## config.mk

```make
export PLATFORM = sky130hd
export DESIGN_NAME = codec_intf
export DESIGN_NICKNAME = d
export VERILOG_FILES = /design/src/rtl/codec_pkg.sv /design/src/rtl/codec_clk_gen.sv /design/src/rtl/codec_intf.sv
export SDC_FILE = /design/constraint.sdc
export NUM_CORES = 1
export LEC_CHECK = 0
export ABC_AREA = 1
export BUFFER_PORTS_ARGS = -buffer_cell sky130_fd_sc_hd__buf_4
export CAP_MARGIN = 15
export CORE_MARGIN = 3
export CORE_UTILIZATION = 33
export CTS_BUF_LIST = sky130_fd_sc_hd__clkbuf_16
export CTS_CLUSTER_DIAMETER = 150
export DETAILED_ROUTE_END_ITERATION = 10
export SETUP_SLACK_MARGIN = 0.02
export SYNTH_ARGS = -nofsm -noshare
export SYNTH_HDL_FRONTEND = slang
export SYNTH_SLANG_ARGS = --single-unit
export TNS_END_PERCENT = 100
```

## constraint.sdc

```tcl
create_clock -name clk -period 2.9 [get_ports clk]
set_clock_uncertainty 0.05 [all_clocks]
set_input_delay 0 -clock clk [delete_from_list [all_inputs] [get_ports clk]]
set_output_delay 0 -clock clk [all_outputs]
set_load 0.01 [all_outputs]
```

## src/rtl/codec_pkg.sv

```systemverilog
// Shared constants and helpers for the I2S codec interface: counter geometry,
// clock tap positions and the data-slot window inside each channel half.
package codec_pkg;

    localparam int CNT_W      = 11;
    localparam int DATA_W_DEF = 16;

    localparam int MCLK_BIT  = 1;
    localparam int SCLK_BIT  = 4;
    localparam int LRCLK_BIT = 10;

    localparam int SLOT_LSB = 5;
    localparam int SLOT_W   = 5;
    localparam int IDX_W    = 4;

    localparam logic [SLOT_W-1:0] FIRST_SLOT = 5'd1;
    localparam logic [SLOT_W-1:0] LAST_SLOT  = 5'd16;

    typedef enum logic {
        CH_LEFT  = 1'b0,
        CH_RIGHT = 1'b1
    } chan_e;

    function automatic logic is_data_slot(input logic [SLOT_W-1:0] k);
        return (k >= FIRST_SLOT) && (k <= LAST_SLOT);
    endfunction

endpackage

```

## src/rtl/codec_clk_gen.sv

```systemverilog
// Free-running frame counter and the edge strobes decoded from it. Each strobe
// is high in the clk whose rising edge performs the named counter transition.
module codec_clk_gen
    import codec_pkg::*;
(
    input  logic             clk,
    input  logic             rst,
    output logic [CNT_W-1:0] cnt,
    output logic             sclk_rise,
    output logic             sclk_fall,
    output logic             lr_rise,
    output logic             frame_wrap
);

    logic [CNT_W-1:0] cnt_r;

    // Frame counter, wraps 2047 -> 0 naturally.
    always_ff @(posedge clk) begin
        if (rst) begin
            cnt_r <= {CNT_W{1'b0}};
        end else begin
            cnt_r <= cnt_r + CNT_W'(1);
        end
    end

    assign cnt        = cnt_r;
    assign sclk_rise  = (cnt_r[SCLK_BIT:0] == 5'b01111);
    assign sclk_fall  = (cnt_r[SCLK_BIT:0] == 5'b11111);
    assign lr_rise    = (cnt_r[LRCLK_BIT-1:0] == 10'h3FF) && (cnt_r[LRCLK_BIT] == 1'b0);
    assign frame_wrap = (&cnt_r);

endmodule

```

## src/rtl/codec_intf.sv

```systemverilog
// I2S master for the audio codec: generates MCLK/SCLK/LRCLK, deserialises the
// ADC stream into lft_in/rht_in and serialises held DAC words onto SDin.
module codec_intf
    import codec_pkg::*;
#(
    parameter int DATA_W = DATA_W_DEF
) (
    input  logic              clk,
    input  logic              rst,
    output logic              MCLK,
    output logic              SCLK,
    output logic              LRCLK,
    output logic              RSTn,
    input  logic              SDout,
    output logic              SDin,
    output logic [DATA_W-1:0] lft_in,
    output logic [DATA_W-1:0] rht_in,
    output logic              valid,
    input  logic [DATA_W-1:0] lft_out,
    input  logic [DATA_W-1:0] rht_out
);

    logic [CNT_W-1:0]  cnt_s;
    logic              sclk_rise_s;
    logic              sclk_fall_s;
    logic              lr_rise_s;
    logic              frame_wrap_s;

    logic [CNT_W-1:0]  nxt_cnt_s;
    logic [SLOT_W-1:0] rx_slot_s;
    logic [SLOT_W-1:0] tx_slot_s;
    logic [IDX_W-1:0]  tx_idx_s;
    logic [DATA_W-1:0] tx_word_s;
    logic              tx_bit_s;

    logic [DATA_W-1:0] rx_shift_r;
    logic [DATA_W-1:0] lft_in_r;
    logic [DATA_W-1:0] rht_in_r;
    logic [DATA_W-1:0] hold_l_r;
    logic [DATA_W-1:0] hold_r_r;
    logic              valid_r;
    logic              sdin_r;
    logic              rstn_r;

    codec_clk_gen u_clk_gen (
        .clk        (clk),
        .rst        (rst),
        .cnt        (cnt_s),
        .sclk_rise  (sclk_rise_s),
        .sclk_fall  (sclk_fall_s),
        .lr_rise    (lr_rise_s),
        .frame_wrap (frame_wrap_s)
    );

    // SDin changes on the falling SCLK edge, so it must describe the slot being entered.
    assign nxt_cnt_s = cnt_s + CNT_W'(1);
    assign rx_slot_s = cnt_s[SLOT_LSB +: SLOT_W];
    assign tx_slot_s = nxt_cnt_s[SLOT_LSB +: SLOT_W];
    assign tx_idx_s  = IDX_W'(LAST_SLOT - tx_slot_s);

    // Select the outgoing bit for the slot about to start.
    always_comb begin
        tx_word_s = hold_l_r;
        tx_bit_s  = 1'b0;
        if (chan_e'(nxt_cnt_s[LRCLK_BIT]) == CH_RIGHT) begin
            tx_word_s = hold_r_r;
        end else begin
            tx_word_s = hold_l_r;
        end
        if (is_data_slot(tx_slot_s)) begin
            tx_bit_s = tx_word_s[tx_idx_s];
        end else begin
            tx_bit_s = 1'b0;
        end
    end

    // Receive shifter, sample latches, transmit holding registers and codec reset.
    always_ff @(posedge clk) begin
        if (rst) begin
            rx_shift_r <= {DATA_W{1'b0}};
            lft_in_r   <= {DATA_W{1'b0}};
            rht_in_r   <= {DATA_W{1'b0}};
            hold_l_r   <= {DATA_W{1'b0}};
            hold_r_r   <= {DATA_W{1'b0}};
            valid_r    <= 1'b0;
            sdin_r     <= 1'b0;
            rstn_r     <= 1'b0;
        end else begin
            rstn_r  <= 1'b1;
            valid_r <= frame_wrap_s;
            if (sclk_rise_s && is_data_slot(rx_slot_s)) begin
                rx_shift_r <= {rx_shift_r[DATA_W-2:0], SDout};
            end
            if (lr_rise_s) begin
                lft_in_r <= rx_shift_r;
            end
            if (frame_wrap_s) begin
                rht_in_r <= rx_shift_r;
            end
            // Words are taken only at the valid clk so the frame in flight is immune to input changes.
            if (valid_r) begin
                hold_l_r <= lft_out;
                hold_r_r <= rht_out;
            end
            if (sclk_fall_s) begin
                sdin_r <= tx_bit_s;
            end
        end
    end

    assign MCLK   = cnt_s[MCLK_BIT];
    assign SCLK   = cnt_s[SCLK_BIT];
    assign LRCLK  = cnt_s[LRCLK_BIT];
    assign RSTn   = rstn_r;
    assign SDin   = sdin_r;
    assign lft_in = lft_in_r;
    assign rht_in = rht_in_r;
    assign valid  = valid_r;

endmodule

```

Word-level counts from Yosys, hierarchy flattened --
Cells that the tools add are included.
Word-level totals: flip-flop bits (word level) 94, word-level logic and storage cells 30
Cells by class: reductions and logical operators 5, magnitude comparators 5, add/sub/neg operators 2, mux-type cells 5, equality and inequality tests 3, bitwise operators 1
Operators by type and width (count):
- two-way mux 16 bit | 1
- adder 11 x 1 -> 11 bit (second input constant) | 1
- AND reduction 11 bit | 1
- equality test 10 bit (second input constant) | 1
- >= comparator 5 x 1 -> 1 bit (second input constant) | 2
- less-or-equal comparator 5 bit (second input constant) | 2
- equality test 5 x 4 -> 1 bit (second input constant) | 1
- equality test 5 bit (second input constant) | 1
- < comparator 4 x 5 -> 1 bit (second input constant) | 1
- binary-select mux 1 bit (select 4 bit) | 1
- logical AND 1 bit | 4
- subtractor 1 x 4 -> 4 bit (first input constant) | 1
- two-way mux 1 bit | 3
- NOT 1 bit | 1

Logic depth before layout (Yosys ltp) --
depth in word-level cells 5, depth in mapped cells 15

Cells and area by module --
A second synthesis with hierarchy kept.
Second synthesis, totals: cells, all modules 516, area total of the unflattened synthesis 3901.2 um2
Modules (own cells, without submodules):
- codec_intf | times used 1, area each 3395.8 um2, sequential area each 1661.6 um2, cells an instance 450
- codec_clk_gen | times used 1, area each 505.5 um2, sequential area each 220.2 um2, cells an instance 66

Worst setup path before layout --
No wires, ideal clock.
kind register to register, start register u_clk_gen.cnt_r[1], in the netlist u_clk_gen.cnt[1], end register sdin_r, in the netlist SDin, path buffers 0, setup time 0.113 ns, required time 2.737 ns, arrival 1.912 ns, path slack 0.825 ns, cell stages (with the launch flop) 13, cells stage by stage dfxtp_1 -> ha_1 -> nand3_2 -> nor2_8 -> xor2_1 -> inv_1 -> ha_1 -> inv_1 -> nand3_1 -> nand3_1 -> nand3_2 -> nand3_2 -> a21oi_2
On the way: cells in the longest elaborated chain, start to end 5, elaborated cells between the ends (all ways) 10, those cells by class add/sub: 2; order compare: 2; eq/ne: 1; mux: 4; reduce/logical: 1
RTL lines:
- start: declaration | line codec_clk_gen.sv:15 | logic [CNT_W-1:0] cnt_r;
- start signal: assignment | line codec_clk_gen.sv:20 | cnt_r <= {CNT_W{1'b0}};
- start signal: assignment | line codec_clk_gen.sv:22 | cnt_r <= cnt_r + CNT_W'(1);
- adder 11 x 1 -> 11 bit | line codec_intf.sv:56 | assign nxt_cnt_s = cnt_s + CNT_W'(1);
- subtractor 1 x 4 -> 4 bit / two-way mux 16 bit (equally long branches) | line codec_intf.sv:59, codec_intf.sv:65
- binary-select mux 1 bit (select 4 bit) | line codec_intf.sv:71 | tx_bit_s = tx_word_s[tx_idx_s];
- two-way mux 1 bit (implied by the code) | line codec_intf.sv:71
- two-way mux 1 bit | line codec_intf.sv:70 | if (is_data_slot(tx_slot_s)) begin
- end signal: assignment | line codec_intf.sv:106 | sdin_r <= tx_bit_s;
- end: declaration | line codec_intf.sv:42 | logic sdin_r;
Several ways; a longest one is shown, not always the timed one. The select of a mux whose other input is x is not followed. A chain may end at the register's enable or synchronous reset.

Final worst setup path --
start register u_clk_gen.cnt_r[2], in the netlist u_clk_gen.cnt[2], end register sdin_r, in the netlist SDin
The elaborated chain is that of the path after synthesis.

==> results.md <==
* Fillers at 1158
* Initial core utilization at 34.0%
* Final Power at 2.56 mW
* Post-synthesis sequential area ratio at 48.1%
* DR WL/cell at 12.6 µm
* Root Buffer: clkbuf_16
* Die area at 13200 µm²
* Antenna violations before repair at 0
* CP top delay family: simple AND/OR/NAND/NOR gates
* Vias per cell at 4.65
* Area grow syn2layout at 32.2%
* I/O pin cnt at 73
* R2R cell count at 13
* Buffers & Inverters on Critical Path at 1
* Syn Area/Cell at 7.54 µm²
* P_leak at 2.21 nW
* CP max-delay cell: dfxtp_1
* Worst-Margin Slew at 1.06 ns
* Clock Latency Late Sink at 0.34 ns
* Kind of critical path: reg2reg
* Vias at 3542
* Cells after Synth at 519
* DR DRC count at 0
* Port buffer count at 72
* Status: finished clean
* CP endpoint kind: register
* CTS tree: yes
* Die height at 115 µm
* Max capacitance violation total at 0
* CTS sink cnt at 94
* Worst-path maximum fanout at 11
* Hold_sp: lft_out[9]
* Final WL at 9620 µm
* GR Overflow Total at 0
* Count of final hold-check violations at 0
* DRT iter0 DRCs at 110
* Max VDD drop at 286 µV
* Max Slew Vio Count at 0
* Post-route ant nets at 0
* Vias in the first global route at 3491
* Rows at 39
* Finished Cell Area at 5170 µm²
* Min cycle time layout at 2.28 ns
* RSZ-0062 raised after global routing: no
* First-pass GRT wire length at 16100 µm
* Crit path top cell by count: nand2_1
* H-tree levels at 3
* Reg2reg start: u_clk_gen.cnt[2]
* RD Place Congestion at 0.892
* CTS max path bufs at 2
* R2R setup slack at 0.62 ns
* Power per cell area at 495 nW/µm²
* Cells on Worst Hold Path at 4
* WP data required at 3.08 ns
* Largest net degree at the start of global routing at 66
* Die span in x at 115 µm
* Final setup viols at 0
* Final nets at 653
* Worst path cell trace: nand3_1 -> nor2_2 -> nand2_1 -> nand2_1 -> nand2_1 -> ha_1 -> nand3b_1 -> nand2_1 -> inv_1 -> nand3_1 -> nand3_2 -> nand3_2 -> a21oi_2
* Hold Path End: hold_l_r[9]
* Post-synthesis register bit count at 94
* CTS Buf Count at 9
* Arrival time worst endpoint at 2.46 ns
* Worst Setup Start Kind: register
* First-pass iteration count of the detailed router at 4
* RR Endpoint: SDin
* Setup TNS at 0 ns
* Antenna diodes at 0
* Mapped cell area at 3910 µm²
* Max incr delay on CP at 0.39 ns
* Share of layout cells above drive strength 1 at 17.6%
* Post-DP HPWL at 6560 µm
* DP Area at 4550 µm²
* Clock transition at path regs at 0.06 ns
* Slew HR at 29.2%
* Worst hold path class: in2reg
* Synth unique cells at 25
* Crit path depth at 13
* Syn nets at 559
* Fmax at 0.440 GHz
* Syn. warnings at 0
* Core area at 11500 µm²
* Final Cycle Share at 78.5%
* All-Layer GR Usage at 15.2%
[cells in the mapped netlist (all sizes together)]
cell | number | area (µm²)
clkinv | 1 | 3.75
xnor2 | 2 | 17.5
buf | 5 | 43.8
nand2 | 54 | 233
dfxtp | 94 | 1880
xor2 | 3 | 26.3
inv | 83 | 312
nor3 | 1 | 5.00
nor2 | 50 | 214
a21oi | 66 | 334
ha | 5 | 62.6
o21ai | 82 | 410
nand3b | 1 | 7.51
nand3 | 45 | 250
nand4 | 2 | 12.5
a21boi | 1 | 7.51
clkbuf | 24 | 90.1
[how the worst max path moves through the flow]
| stage | slack [ns] | startpoint | to |
|---|---|---|---|
| 2_1_floorplan | 0.83 | u_clk_gen.cnt[1] | SDin |
| 3_3_place_gp | 0.76 | u_clk_gen.cnt[1] | SDin |
| 3_5_place_dp | 0.65 | u_clk_gen.cnt[2] | SDin |
| 4_1_cts | 0.63 | u_clk_gen.cnt[2] | SDin |
| 5_1_grt | 0.36 | u_clk_gen.cnt[2] | SDin |
| 6_report | 0.62 | u_clk_gen.cnt[2] | SDin |
[final cells by class]
class                      instances  area [µm²]  area share (%)
sequential                        94        1880            36.4
clock inverter                     7        58.8            1.14
tap                              143         179            3.46
clock buffer                       9         225            4.36
multi-input combinational        312        1580            30.6
inverter                          84         315            6.10
timing repair buffer             112         926            17.9
[cells by family (layout without fill, tap and decap cells)]
family,Yosys count,after routing,synth area share [%]
AND/OR/NAND/NOR,153,153,18.5
adder cells (fa/ha/maj),5,5,1.60
XOR/XNOR,5,5,1.12
buffers and inverters,113,212,11.5
AO/OA/AOI/OAI,149,149,19.2
flip-flops,94,94,48.1
[through the flow]
| step | std cells | utilization (%) | hold WS, ns | setup slack, ns |
|---|---|---|---|---|
| finish | 761 | 44.9 | 0.386 | 0.625 |
| global route | 761 | 44.9 | 0.393 | 0.360 |
| CTS | 761 | 44.9 | 0.371 | 0.634 |
| detailed placement | 711 | 39.5 | 0.183 | 0.645 |
| global placement | 711 | 39.5 | 0.178 | 0.760 |
| floorplan | 519 | - | 0.0124 | 0.825 |
[routing by layer]
metal,track usage [%],vias up,part of all wire [%]
met1,19.1,1604,47
met5,0,-,0
met3,4.05,15,4.6
met4,5.56,0,1.9
met2,25.2,71,47
li1,-,1852,-
[placed cells by master, fill, tap and decap left out]
cell / synthesis / routed
clkinv_1: 1 / 1
clkinvlp_4: 0 / 1
dfxtp_1: 94 / 94
nand2_2: 6 / 6
nand3_1: 40 / 40
a21oi_1: 65 / 65
nand4_1: 2 / 2
nand3_2: 5 / 5
nor3_1: 1 / 1
nor2_8: 1 / 1
nor2_4: 1 / 1
nand2_1: 46 / 46
a21boi_0: 1 / 1
xor2_1: 3 / 3
nor2_1: 47 / 47
o21ai_0: 82 / 81
ha_1: 5 / 5
o21ai_2: 0 / 1
xnor2_1: 2 / 2
inv_1: 83 / 86
nand2_4: 2 / 2
buf_4: 0 / 78
clkbuf_16: 0 / 9
a21oi_2: 1 / 1
nand3b_1: 1 / 1
clkinv_2: 0 / 2
bufinv_16: 0 / 1
dlygate4sd3_1: 0 / 34
nor2_2: 1 / 1
[registers in the layout, summed over array words and instances (netlist names)]
name,count
RSTn,1
hold_r_r,16
u_clk_gen.cnt,11
rx_shift_r,16
lft_in,16
hold_l_r,16
valid,1
rht_in,16
SDin,1
[power breakdown]
group          internal (mW)  switching, mW  total, mW
combinational         0.0738         0.0478      0.122
clock                  0.656          0.482       1.14
sequential              1.30        0.00358       1.30
total                   2.02          0.533       2.56
[worst min-delay path, delay by kind of cell]
family | cells | cell delay (ns)
buffers and inverters | 2 | 0.62
AND/OR/NAND/NOR | 2 | 0.12
[repair_timing]
item | 4_1_cts | 5_1_grt
gates resized for setup | 0 | 0
hold endpoints to repair | 45 | 0
buffers inserted | 0 | 0
hold buffers | 34 | 0
endpoints found under the setup margin | 0 | 0
No activity file was read; power rests on OpenSTA's default activity.
